[config.mk]
export PLATFORM = sky130hd
export DESIGN_NAME = kmp_fail_builder
export DESIGN_NICKNAME = d
export VERILOG_FILES = /design/src/rtl/kmp_fail_builder.sv
export SDC_FILE = /design/constraint.sdc
export NUM_CORES = 1
export LEC_CHECK = 0
export BUFFER_PORTS_ARGS = -buffer_cell sky130_fd_sc_hd__buf_2
export CORE_MARGIN = 2
export CORE_UTILIZATION = 35
export CTS_CLUSTER_DIAMETER = 100
export CTS_CLUSTER_SIZE = 20
export DETAILED_ROUTE_END_ITERATION = 10
export PLACE_DENSITY = 0.52
export SYNTH_ARGS = -nofsm -noshare
export SYNTH_HDL_FRONTEND = slang
export SYNTH_SLANG_ARGS = --single-unit
[constraint.sdc]
create_clock -name clk -period 15.5 [get_ports clk]
set_input_delay 3.1 -clock clk [delete_from_list [all_inputs] [get_ports clk]]
set_output_delay 3.1 -clock clk [all_outputs]
set_load 0.05 [all_outputs]
[src/rtl/kmp_fail_builder.sv]
// KMP failure-table builder: latches a pattern and computes its prefix function.
// Ports: clk, reset (sync, active-high), i_valid/i_ready accept handshake,
// pattern/last_pat_idx job inputs, o_busy while computing, o_valid when the
// registered o_fail_func table is complete and stable.
module kmp_fail_builder #(
  parameter int MAX_PAT = 32,
  parameter int CHAR_W  = 8,
  parameter int IDX_W   = $clog2(MAX_PAT)
) (
  input  logic                      clk,
  input  logic                      reset,
  input  logic                      i_valid,
  input  logic [MAX_PAT*CHAR_W-1:0] pattern,
  input  logic [IDX_W-1:0]          last_pat_idx,
  output logic                      i_ready,
  output logic                      o_busy,
  output logic [MAX_PAT*IDX_W-1:0]  o_fail_func,
  output logic                      o_valid
);

  typedef enum logic [1:0] {
    IDLE,
    CALC,
    DONE
  } state_t;

  state_t state;
  state_t state_nxt;

  logic [CHAR_W-1:0] pat_q [MAX_PAT];
  logic [IDX_W-1:0]  fail_q [MAX_PAT];
  logic [IDX_W-1:0]  last_q;
  logic [IDX_W:0]    q;
  logic [IDX_W:0]    k;

  logic [IDX_W-1:0] q_i;
  logic [IDX_W-1:0] k_i;
  logic [IDX_W-1:0] km1_i;
  logic [IDX_W-1:0] one_i;
  logic             accept;
  logic             init_step;
  logic             match;
  logic             k_zero;
  logic             advance;
  logic             last_step;

  assign one_i     = {{(IDX_W-1){1'b0}}, 1'b1};
  assign q_i       = q[IDX_W-1:0];
  assign k_i       = k[IDX_W-1:0];
  assign km1_i     = k_i - one_i;
  assign accept    = (state == IDLE) && i_valid;
  // q is parked at 0 on acceptance; q==0 in CALC marks the init cycle.
  assign init_step = (q == '0);
  assign match     = (pat_q[k_i] == pat_q[q_i]);
  assign k_zero    = (k == '0);
  // q advances on init, on a match, or on a mismatch with no prefix left.
  assign advance   = init_step || match || k_zero;
  assign last_step = advance && (q == {1'b0, last_q});

  always_ff @(posedge clk) begin
    if (reset) begin
      state <= IDLE;
    end else begin
      state <= state_nxt;
    end
  end

  always_comb begin
    state_nxt = state;
    i_ready   = 1'b0;
    o_busy    = 1'b0;
    o_valid   = 1'b0;
    unique case (state)
      IDLE: begin
        i_ready = 1'b1;
        if (i_valid) state_nxt = CALC;
      end
      CALC: begin
        o_busy = 1'b1;
        if (last_step) state_nxt = DONE;
      end
      DONE: begin
        o_valid = 1'b1;
        if (!i_valid) state_nxt = IDLE;
      end
      default: state_nxt = IDLE;
    endcase
  end

  always_ff @(posedge clk) begin
    if (reset) begin
      q      <= '0;
      k      <= '0;
      last_q <= '0;
      for (int i = 0; i < MAX_PAT; i++) begin
        fail_q[i] <= '0;
        pat_q[i]  <= '0;
      end
    end else if (accept) begin
      q      <= '0;
      k      <= '0;
      last_q <= last_pat_idx;
      for (int i = 0; i < MAX_PAT; i++) begin
        fail_q[i] <= '0;
        pat_q[i]  <= pattern[i*CHAR_W +: CHAR_W];
      end
    end else if (state == CALC) begin
      if (init_step) begin
        fail_q[0] <= '0;
        q         <= {{IDX_W{1'b0}}, 1'b1};
        k         <= '0;
      end else if (match) begin
        fail_q[q_i] <= k_i + one_i;
        k           <= k + 1'b1;
        q           <= q + 1'b1;
      end else if (!k_zero) begin
        // fall back to the next shorter border; no entry written
        k <= {1'b0, fail_q[km1_i]};
      end else begin
        fail_q[q_i] <= '0;
        q           <= q + 1'b1;
      end
    end
  end

  for (genvar g = 0; g < MAX_PAT; g++) begin : g_out
    assign o_fail_func[g*IDX_W +: IDX_W] = fail_q[g];
  end

endmodule

==> results of run 1 <==
-- sequential cells by signal (all words and copies together), names as in the netlist, named ones only --
signal,flops
fail_q,160
k,6
last_q,5
pat_q,256
q,6
state,2
-- layer usage --
metal  track usage  part of all wire  up-vias
li1              -                 -     6916
met1         0.257              0.40     7612
met2         0.350              0.50      605
met3        0.0280             0.058      116
met4        0.0725             0.040        2
met5             0           0.00019        -
-- cell usage after synthesis, types with 12 or more instances --
cell | count | area share
edfxtp_1 | 416 | 0.55
and2_1 | 149 | 0.041
mux4_2 | 135 | 0.13
nor2b_1 | 134 | 0.037
nor3_1 | 102 | 0.022
mux2i_1 | 97 | 0.043
clkbuf_1 | 84 | 0.014
nor2_1 | 56 | 0.0092
nand2_1 | 52 | 0.0086
o21ai_0 | 30 | 0.0066
dfxtp_1 | 29 | 0.025
buf_2 | 24 | 0.0053
o22ai_1 | 22 | 0.0060
a22oi_1 | 19 | 0.0063
buf_4 | 19 | 0.0063
and3_1 | 18 | 0.0049
nand3_1 | 18 | 0.0040
nor3_2 | 16 | 0.0070
a21oi_1 | 14 | 0.0031
xnor2_1 | 12 | 0.0046
-- layout by cell type (no fill, tap or decap), drive strengths merged, types with 4 or more instances in the layout --
master,instances
mux2,11
mux2i,97
and3,18
buf,451
nand3,18
nand4b,5
inv,10
nand4,8
a22oi,19
a211oi,9
a31o,6
and2,151
xor2,7
nor2b,134
nor2,56
a2111oi,7
nand3b,6
clkbuf,46
nor3,118
or3,6
a22o,9
nand2b,9
a221oi,8
xnor2,12
o22ai,22
dfxtp,29
ha,6
o21ai,35
mux4,135
a21oi,14
o211ai,6
nand2,52
diode,5
nor4,12
edfxtp,416
o31ai,7
or3b,4
-- final timing paths --
path                           from                     endpoint  slack (ns)  cells past startpoint
min          last_q[0]$_SDFFE_PP0P_       last_q[0]$_SDFFE_PP0P_        0.51                      1
max                           reset  fail_q[22][0]$_SDFFCE_PN0P_        9.48                      8
min reg2reg  last_q[0]$_SDFFE_PP0P_       last_q[0]$_SDFFE_PP0P_        0.51                      1
max reg2reg                    flop  fail_q[28][4]$_SDFFCE_PN0P_        9.85                     11
-- stage by stage --
step | worst slack, ns | utilization | hold WS, ns | power, mW | cell area, um^2
after floorplan | 3.73 | - | 0.470 | 1.86 | 22800
after CTS | 9.55 | 0.409 | 0.516 | 2.75 | 26400
after detailed placement | 8.92 | 0.397 | 0.493 | 2.02 | 25600
after global routing | 9.24 | 0.409 | 0.526 | 2.82 | 26400
final | 9.48 | 0.409 | 0.506 | 2.72 | 26400
after global placement | 9.07 | 0.397 | 0.494 | 2.01 | 25600
-- layout make-up --
| type | count | area [um^2] | area share |
|---|---|---|---|
| Antenna cell | 5 | 12.5 | 0.000475 |
| Sequential cell | 445 | 13100 | 0.496 |
| Timing Repair Buffer | 451 | 2320 | 0.0881 |
| Multi-Input combinational cell | 1028 | 9040 | 0.343 |
| Clock inverter | 3 | 41.3 | 0.00157 |
| Inverter | 9 | 41.3 | 0.00157 |
| Tap cell | 855 | 1070 | 0.0406 |
| Clock buffer | 46 | 747 | 0.0283 |
-- worst max-delay path, delay by kind of cell --
kind	cells	cell delay [ns]
buffers and inverters	4	1.46
AO/OA/AOI/OAI	2	0.81
AND/OR/NAND/NOR	2	0.75
-- power groups by stage --
stage               clock network [mW]  logic (mW)  registers (mW)
detailed placement                   0       0.464            1.56
floorplan                            0       0.204            1.66
global route                     0.792       0.488            1.54
finish                           0.736       0.460            1.53
global placement                     0       0.461            1.55
CTS                              0.756       0.465            1.53
-- cell families after synthesis --
family,synth area share
compound gates,0.0494
xor+xnor,0.00730
fa+ha+maj,0.00329
buf+inv,0.0318
flops,0.574
mux,0.181
simple gates,0.153
==> out/qor.yml, run 1 <==
grt_overflow: 0
cts_resized: 0
cts_buffer_depth: 3
ys.flop_type: "edfxtp_1"
vias_per_cell: 5.37
port_buffers: 426
cts-root-buf: "clkbuf_16"
grt_max_degree: 136
status: "finished clean"
initial_core_util: 0.353
synth_fp_nets: 1895
syn_area_um2: 22800
dieHeight_um: 259
yosysSeqAreaShare: 0.574
layout-drive-gt1-share: 0.343
end_kind: "flop"
crit_top_cell: "buf_4"
worst_slew_pin_slew_ns: 1.16
slew_viol_final: 0
fp.dieW_um: 259
drc: 0
dieArea_um2: 67200
yosys_register_bits: 445
yosysWarnings: 0
period_share: 0.389
cellPowerDensity_nw_per_um2: 103
clkSinkCount: 445
fillers: 6063
finalNonFillerCells: 2842
crit_type: "in2reg"
fmax_mhz: 166
antenna_found_initial: 4
rsz0062_at_grt: "false"
drt_pre_antenna_iters: 5
wire_per_inst_um: 24.3
sequentialPowerShare: 0.561
min_path_type: "reg2reg"
postSynthAreaPerCell_um2: 14.0
cp-start-kind: "primary input"
htree_num_levels: 1
fin_crit_ns: 6.02
async_reset_ff_frac: 0
path_max_fanout: 135
clkPwrFrac: 0.270
fin_nets: 2232
tns_ns: 0
peakVddDrop_uv: 64.8
grt_pass1_wl_um: 101000
power.net_switching_uw: 784
postSynthCellCount: 1625
gp_routability_congestion: 0.860
synth_edf_count: 416
internal-power_mw: 1.94
hpwl_um: 50600
worst_ep_arrival_time_ns: 6.24
cts_made_buffers: 27
post_cts_buffers: 0
max_slew_margin: 0.222
setup_violations: 0
fp-row-count: 93
total_leakage_power_nw: 9.48
pwr-share-comb: 0.169
postRouteAntennaNets: 0
slowest_delay_ns: 0.63
ys_types: 64
crit_required_ns: 15.72
cts.clk_slew.worst_paths_ns: 0.09
cts_tree: "done"
track_usage: 0.201
drt_iter0_drc: 1212
io_pins: 427
core-area_um2: 64500
postCtsHoldBufs: 0
grt_pass1_vias: 15700
finalClockSkew_ns: 0.0248
syn2layout_area_growth_pct: 15.7
drt-total-wl_um: 69000
finalHoldViolCount: 0
max_cap_violations: 0
insertion_delay_ns: 0.58
dpl.cell_count: 2788
via_count: 15300
cpMaxStageDelayCell: "o21ai_0"
cp_cell_sequence: "buf_4 > a21oi_4 > buf_4 > inv_8 > nor3_1 > nand3_1 > buf_4 > o21ai_0"
sw_frac_of_total: 0.288
(Power assumes the default switching activity.)
==> run 2: changes to the inputs <==
- PLACE_DENSITY: 0.52 -> 0.54
- clock period: 15.5 -> 4.9 ns (I/O delays scaled with it)
==> run 2 against run 1 <==
Effect of this change: register-to-register slack got worse by 9.6 ns; highest routed layer is now met4; critical path depth rose by 3; first-iteration DRC count rose by 3.2%; clock skew rose by 0.0072 ns; via count rose by 1.4%; critical path type is now reg2reg; largest power group unchanged; largest cell class unchanged.
==> out/qor.yml, run 2 (same netlist as run 1, synthesis figures left out) <==
drt-total-wl_um: 71000  # +2.9%
path_max_fanout: 41  # -70%
dieHeight_um: 259  # unchanged
cellPowerDensity_nw_per_um2: 326  # +220%
htree_num_levels: 1  # unchanged
antenna_found_initial: 3  # -1
port_buffers: 426  # unchanged
vias_per_cell: 5.39  # +0.39%
io_pins: 427  # unchanged
cts_buffer_depth: 3  # unchanged
insertion_delay_ns: 0.60  # +0.02 ns
max_cap_violations: 0  # unchanged
power.total_mw: 8.69  # +220%
largest_reg_flops: 256  # unchanged
fin_nets: 2264  # +1.4%
grt_pass1_vias: 15900  # +1.4%
fp.dieW_um: 259  # unchanged
dpl.cell_count: 2820  # +1.1%
postRouteAntennaNets: 0  # unchanged
finalNonFillerCells: 2872  # +1.1%
syn2layout_area_growth_pct: 17.1
clkSinkCount: 445  # unchanged
gp_routability_congestion: 0.869  # +1.1%
post_cts_buffers: 0  # unchanged
grt_pass1_wl_um: 105000  # +3.3%
drc: 0  # unchanged
postCtsHoldBufs: 0  # unchanged
status: "finished clean"
top_regs: "pat_q x256, fail_q x160"
finalClockSkew_ns: 0.0320  # +0.00718 ns
core-area_um2: 64500  # unchanged
end_kind: "flop"
grt_max_degree: 76  # -44%
wire_per_inst_um: 24.7  # +1.9%
hpwl_um: 53400  # +5.4%
drt_iter0_drc: 1251  # +3.2%
worst_ep_arrival_time_ns: 4.86  # -1.38 ns
fp-row-count: 93  # unchanged
largest_register: "pat_q"
layout-drive-gt1-share: 0.354  # +0.0114
drt_pre_antenna_iters: 6  # +1
cts_made_buffers: 27  # unchanged
fmax_mhz: 215
via_count: 15500  # +1.4%
track_usage: 0.208  # +0.00645
period_share: 0.949
crit_required_ns: 5.11  # -10.61 ns
fin_crit_ns: 4.65
initial_core_util: 0.353  # unchanged
setup_violations: 0  # unchanged
dieArea_um2: 67200  # unchanged
cts.clk_slew.worst_paths_ns: 0.09  # about the same
worst_slew_pin_slew_ns: 1.10  # -0.0681 ns
max_slew_margin: 0.267  # +0.0452
slew_viol_final: 0  # unchanged
tns_ns: 0  # unchanged
cts_resized: 0  # unchanged
rsz0062_at_grt: "false"
mostFrequentLayoutCells: "buf_2 (425), edfxtp_1 (416), and2_1 (149)"
cp-start-kind: "flop"
finalHoldViolCount: 0  # unchanged
cts-root-buf: "clkbuf_16"
min_path_type: "reg2reg"
grt_overflow: 0  # unchanged
cts_tree: "done"
total_leakage_power_nw: 9.67  # +2.0%
peakVddDrop_uv: 177  # +170%
timing.hold.ws_ns: 0.511  # +0.00443 ns
crit_type: "reg2reg"
final_common_cell: "buf_2"
-- run 2: cell types whose count changed in the layout (fill, tap and decap cells not counted), sizes merged --
cell | previous run | this run
diode | 5 | 3
inv | 10 | 11
clkbuf | 46 | 44
clkinv | 2 | 3
buf | 451 | 483
-- run 2: power breakdown --
part | leakage, nW | internal [mW] | switching, mW
clock | 0.378 | 1.05 | 1.29
sequential | 4.73 | 4.59 | 0.278
combinational | 4.56 | 0.505 | 0.971
total | 9.67 | 6.15 | 2.54
-- run 2: metrics by stage --
| step | utilization | instance area (um^2) | setup slack (ns) |
|---|---|---|---|
| 2_1_floorplan | - | 22800 | 0.399 |
| 3_3_place_gp | 0.401 | 25900 | 0.305 |
| 3_5_place_dp | 0.401 | 25900 | 0.111 |
| 4_1_cts | 0.414 | 26700 | 0.0833 |
| 5_1_grt | 0.414 | 26700 | 0.0108 |
| 6_report | 0.414 | 26700 | 0.249 |
-- run 2: path summary, 6_finish.rpt --
path                          start                     endpoint  slack, ns  cells after the start
max reg2reg                    flop  fail_q[26][2]$_SDFFCE_PN0P_       0.25                     11
max                            flop  fail_q[26][2]$_SDFFCE_PN0P_       0.25                     11
min reg2reg  last_q[2]$_SDFFE_PP0P_       last_q[2]$_SDFFE_PP0P_       0.51                      1
min          last_q[2]$_SDFFE_PP0P_       last_q[2]$_SDFFE_PP0P_       0.51                      1
-- run 2: layout make-up --
type | count | area, um^2
fill | 6059 | 37800
sequential | 445 | 13100
multi-input combinational | 1028 | 9040
timing repair buffer | 483 | 2640
tap | 855 | 1070
clock buffer | 44 | 739
clock inverter | 5 | 43.8
inverter | 9 | 41.3
antenna | 3 | 7.51
-- run 2: per-layer routing --
layer,GRT usage,part of all wire,up-vias,wire length [um]
li1,-,-,6978,-
met1,0.278,0.42,7758,30000
met2,0.353,0.49,626,34800
met3,0.0197,0.049,110,3500
met4,0.0774,0.039,0,2780
met5,0,0,-,0
-- run 2: worst max-delay path, cell delays in order (launching register included) --
cell	delay, ns
dfxtp_4	0.64
buf_4	0.37
mux2_2	0.38
o211ai_1	0.16
o31ai_1	0.11
or3_1	0.42
a2111oi_4	0.46
nand4_2	0.30
o21ai_4	0.31
nand3_1	0.10
buf_4	0.29
o21ai_0	0.67
==> run 3: changes to the inputs <==
- ABC_AREA: unset -> 1
- PLACE_DENSITY: 0.54 -> 0.53
==> run 3 against run 2 <==
Effect of this change: synthesized area up 6.6%; critical path depth rose by 7; clock power rose by 7%; largest power group unchanged.
==> out/qor.yml, run 3 <==
postCtsHoldBufs: 0  # unchanged
place_ws_ns: 0.614  # +0.503 ns
peakVddDrop_uv: 272  # +54%
setup_violations: 0  # unchanged
fin_crit_ns: 4.30  # -0.354 ns
drt_pre_antenna_iters: 5  # -1
cts_tree: "done"
antenna_found_initial: 3  # unchanged
yosysMostFrequentCell: "nand2_1"
postSynthAreaPerCell_um2: 7.99  # -43%
gp_routability_congestion: 0.870  # about the same
worst_slew_pin_slew_ns: 1.16  # +0.0653 ns
rsz0062_at_grt: "false"
crit_type: "reg2reg"
hpwl_um: 58600  # +9.8%
timing.hold.ws_ns: 0.474  # -0.0368 ns
cpMaxStageDelayCell: "dfxtp_4"
cp_num_buf_inv: 3  # +1
via_count: 21400  # +38%
ys.flop_type: "edfxtp_1"
mostFrequentLayoutCells: "nand2_1 (961), nor2_1 (492), buf_2 (425)"
yosysSeqAreaShare: 0.538  # -0.0356
total_leakage_power_nw: 13.3  # +37%
r2r_slack_ns: 0.60  # +0.35 ns
power.total_mw: 11.6  # +34%
drt-total-wl_um: 85300  # +20%
wire_per_inst_um: 19.9  # -20%
fp-row-count: 96  # +3.2%
drt_iter0_drc: 1864  # +49%
vias_per_cell: 4.98  # -7.6%
crit_top_cell: "nand2_1"
finalHoldViolCount: 0  # unchanged
syn2layout_area_growth_pct: 15.7
final_common_cell: "nand2_1"
top_regs: "pat_q x256, fail_q x160"
fin_nets: 3610  # +59%
layout-drive-gt1-share: 0.168  # -0.186
path_delay_family: "simple AND/OR/NAND/NOR gates"
grt_overflow: 0  # unchanged
synth_fp_nets: 3310  # +75%
yosys_register_bits: 445  # unchanged
postSynthCellCount: 3040  # +87%
yosys.area.top_type: "edfxtp_1"
core-area_um2: 68700  # +6.6%
yosysWarnings: 0  # unchanged
fin_area_um2: 28100  # +5.3%
post_cts_buffers: 0  # unchanged
cts_resized: 0  # unchanged
min_path_type: "reg2reg"
end_kind: "flop"
dpl.cell_count: 4241  # +50%
crit_required_ns: 5.20  # +0.09 ns
largest_reg_flops: 256  # unchanged
fillers: 7186  # +19%
synth_top_area_frac: 0.514  # -0.0341
multiInputGateArea_um2: 9180  # +1.5%
period_share: 0.877  # -0.0723
port_buffers: 426  # unchanged
syn_area_um2: 24300  # +6.6%
grt_pass1_wl_um: 126000  # +20%
insertion_delay_ns: 0.61  # about the same
cts-root-buf: "clkbuf_16"
ys_top_cells_by_area: "edfxtp_1 (51%), nand2_1 (15%), nand3_1 (8.1%)"
postRouteAntennaNets: 0  # unchanged
max_slew_margin: 0.219  # -0.0478
synthTopCellsByCount: "nand2_1 (962), nor2_1 (494), edfxtp_1 (416)"
cellPowerDensity_nw_per_um2: 413  # +27%
cts_buffer_depth: 3  # unchanged
io_pins: 427  # unchanged
drc: 0  # unchanged
dieArea_um2: 71500  # +6.5%
initial_core_util: 0.354  # about the same
slowest_delay_ns: 0.74  # +0.07 ns
ys_types: 38  # -41%
final-seq-area_um2: 13100  # about the same
synth_edf_count: 416  # unchanged
status: "finished clean"
finalNonFillerCells: 4291  # +49%
track_usage: 0.233  # +0.0250
clkSinkCount: 445  # unchanged
fp.dieW_um: 267  # +3.2%
path_max_fanout: 49  # +20%
place_area_um2: 27200  # +5.2%
largest_register: "pat_q"
worst_ep_arrival_time_ns: 4.59  # -0.27 ns
slew_viol_final: 0  # unchanged
cp_cell_sequence: "inv_4 > buf_4 > nand2_1 > nand3_1 > nand3_1 > nand2_1 > nand2_1 > nand2_1 > o21ai_1 > nand2_1 > nand2_1 > nand2_1 > nor2_2 > nand2_2 > a21oi_4 > buf_4 > nand4_1 > nand2_1"
cp-start-kind: "flop"
grt_pass1_vias: 20500  # +29%
async_reset_ff_frac: 0  # unchanged
cts_made_buffers: 28  # +3.7%
finalClockSkew_ns: 0.0206  # -0.0114 ns
final_util: 0.409  # -0.00484
dieHeight_um: 267  # +3.2%
grt_max_degree: 86  # +13%
cts.clk_slew.worst_paths_ns: 0.09  # about the same
tns_ns: 0  # unchanged
fmax_mhz: 233  # +8.2%
htree_num_levels: 1  # unchanged
max_cap_violations: 0  # unchanged
setup_slack_ns: 0.603  # +0.354 ns
run 3: changes by cell type after synthesis, moves of 24 or more:
cell,previous run,this run
mux2i_1,97,0
and2_1,149,0
buf_2,24,65
nor2_1,56,494
a21oi_1,14,72
nor2b_1,134,0
nand3_1,18,394
nor3_1,102,4
buf_1,9,33
nand4_2,1,29
inv_1,8,305
nand2_1,52,962
mux4_2,135,0
run 3: cell families after synthesis:
| kind of cell | after synthesis | synth area share |
|---|---|---|
| xor gates and xnor gates | 9 | 0.00324 |
| AOI/OAI and AO/OA | 165 | 0.0428 |
| DFF | 445 | 0.538 |
| buffers and inverters | 514 | 0.0855 |
| and+or+nand+nor | 1901 | 0.327 |
| adders and majority gates | 6 | 0.00309 |
run 3: path summary, 6_finish.rpt:
check                    start                           to  cells after the start
max                       flop  fail_q[14][0]$_SDFFCE_PN0P_                     18
min          k[5]$_SDFFE_PP0P_            k[5]$_SDFFE_PP0P_                      2
max reg2reg               flop  fail_q[14][0]$_SDFFCE_PN0P_                     18
min reg2reg  k[5]$_SDFFE_PP0P_            k[5]$_SDFFE_PP0P_                      2
run 3: metal layers:
layer  GRT usage  vias to the layer above  part of all wire
li1            -                    10400                 -
met1       0.328                    10000              0.44
met3      0.0271                      132             0.063
met5           0                        -                 0
met2       0.374                      804              0.46
met4      0.0746                        0             0.033
run 3: area by class of cell:
type	instances	share of cell area
Tap cell	931	0.0415
Inverter	312	0.0423
Clock buffer	39	0.0272
Timing Repair Buffer	472	0.0927
Sequential cell	445	0.466
Clock inverter	7	0.00338
Antenna cell	4	0.000356
Multi-Input combinational cell	2081	0.327
run 3: report_power, final:
part	switching [mW]	leakage (nW)	internal (mW)	total, mW
logic	2.91	8.15	1.10	4.02
clock network	1.34	0.412	1.16	2.50
registers	0.380	4.73	4.71	5.09
run 3: worst register-to-register path, stage by stage (launching register included):
cell and delay (ns):
dfxtp_4 0.74, inv_4 0.30, buf_4 0.33, nand2_1 0.11, nand3_1 0.07, nand3_1 0.13
nand2_1 0.08, nand2_1 0.07, nand2_1 0.11, o21ai_1 0.14, nand2_1 0.06, nand2_1 0.06
nand2_1 0.08, nor2_2 0.21, nand2_2 0.19, a21oi_4 0.15, buf_4 0.52, nand4_1 0.36
nand2_1 0.30
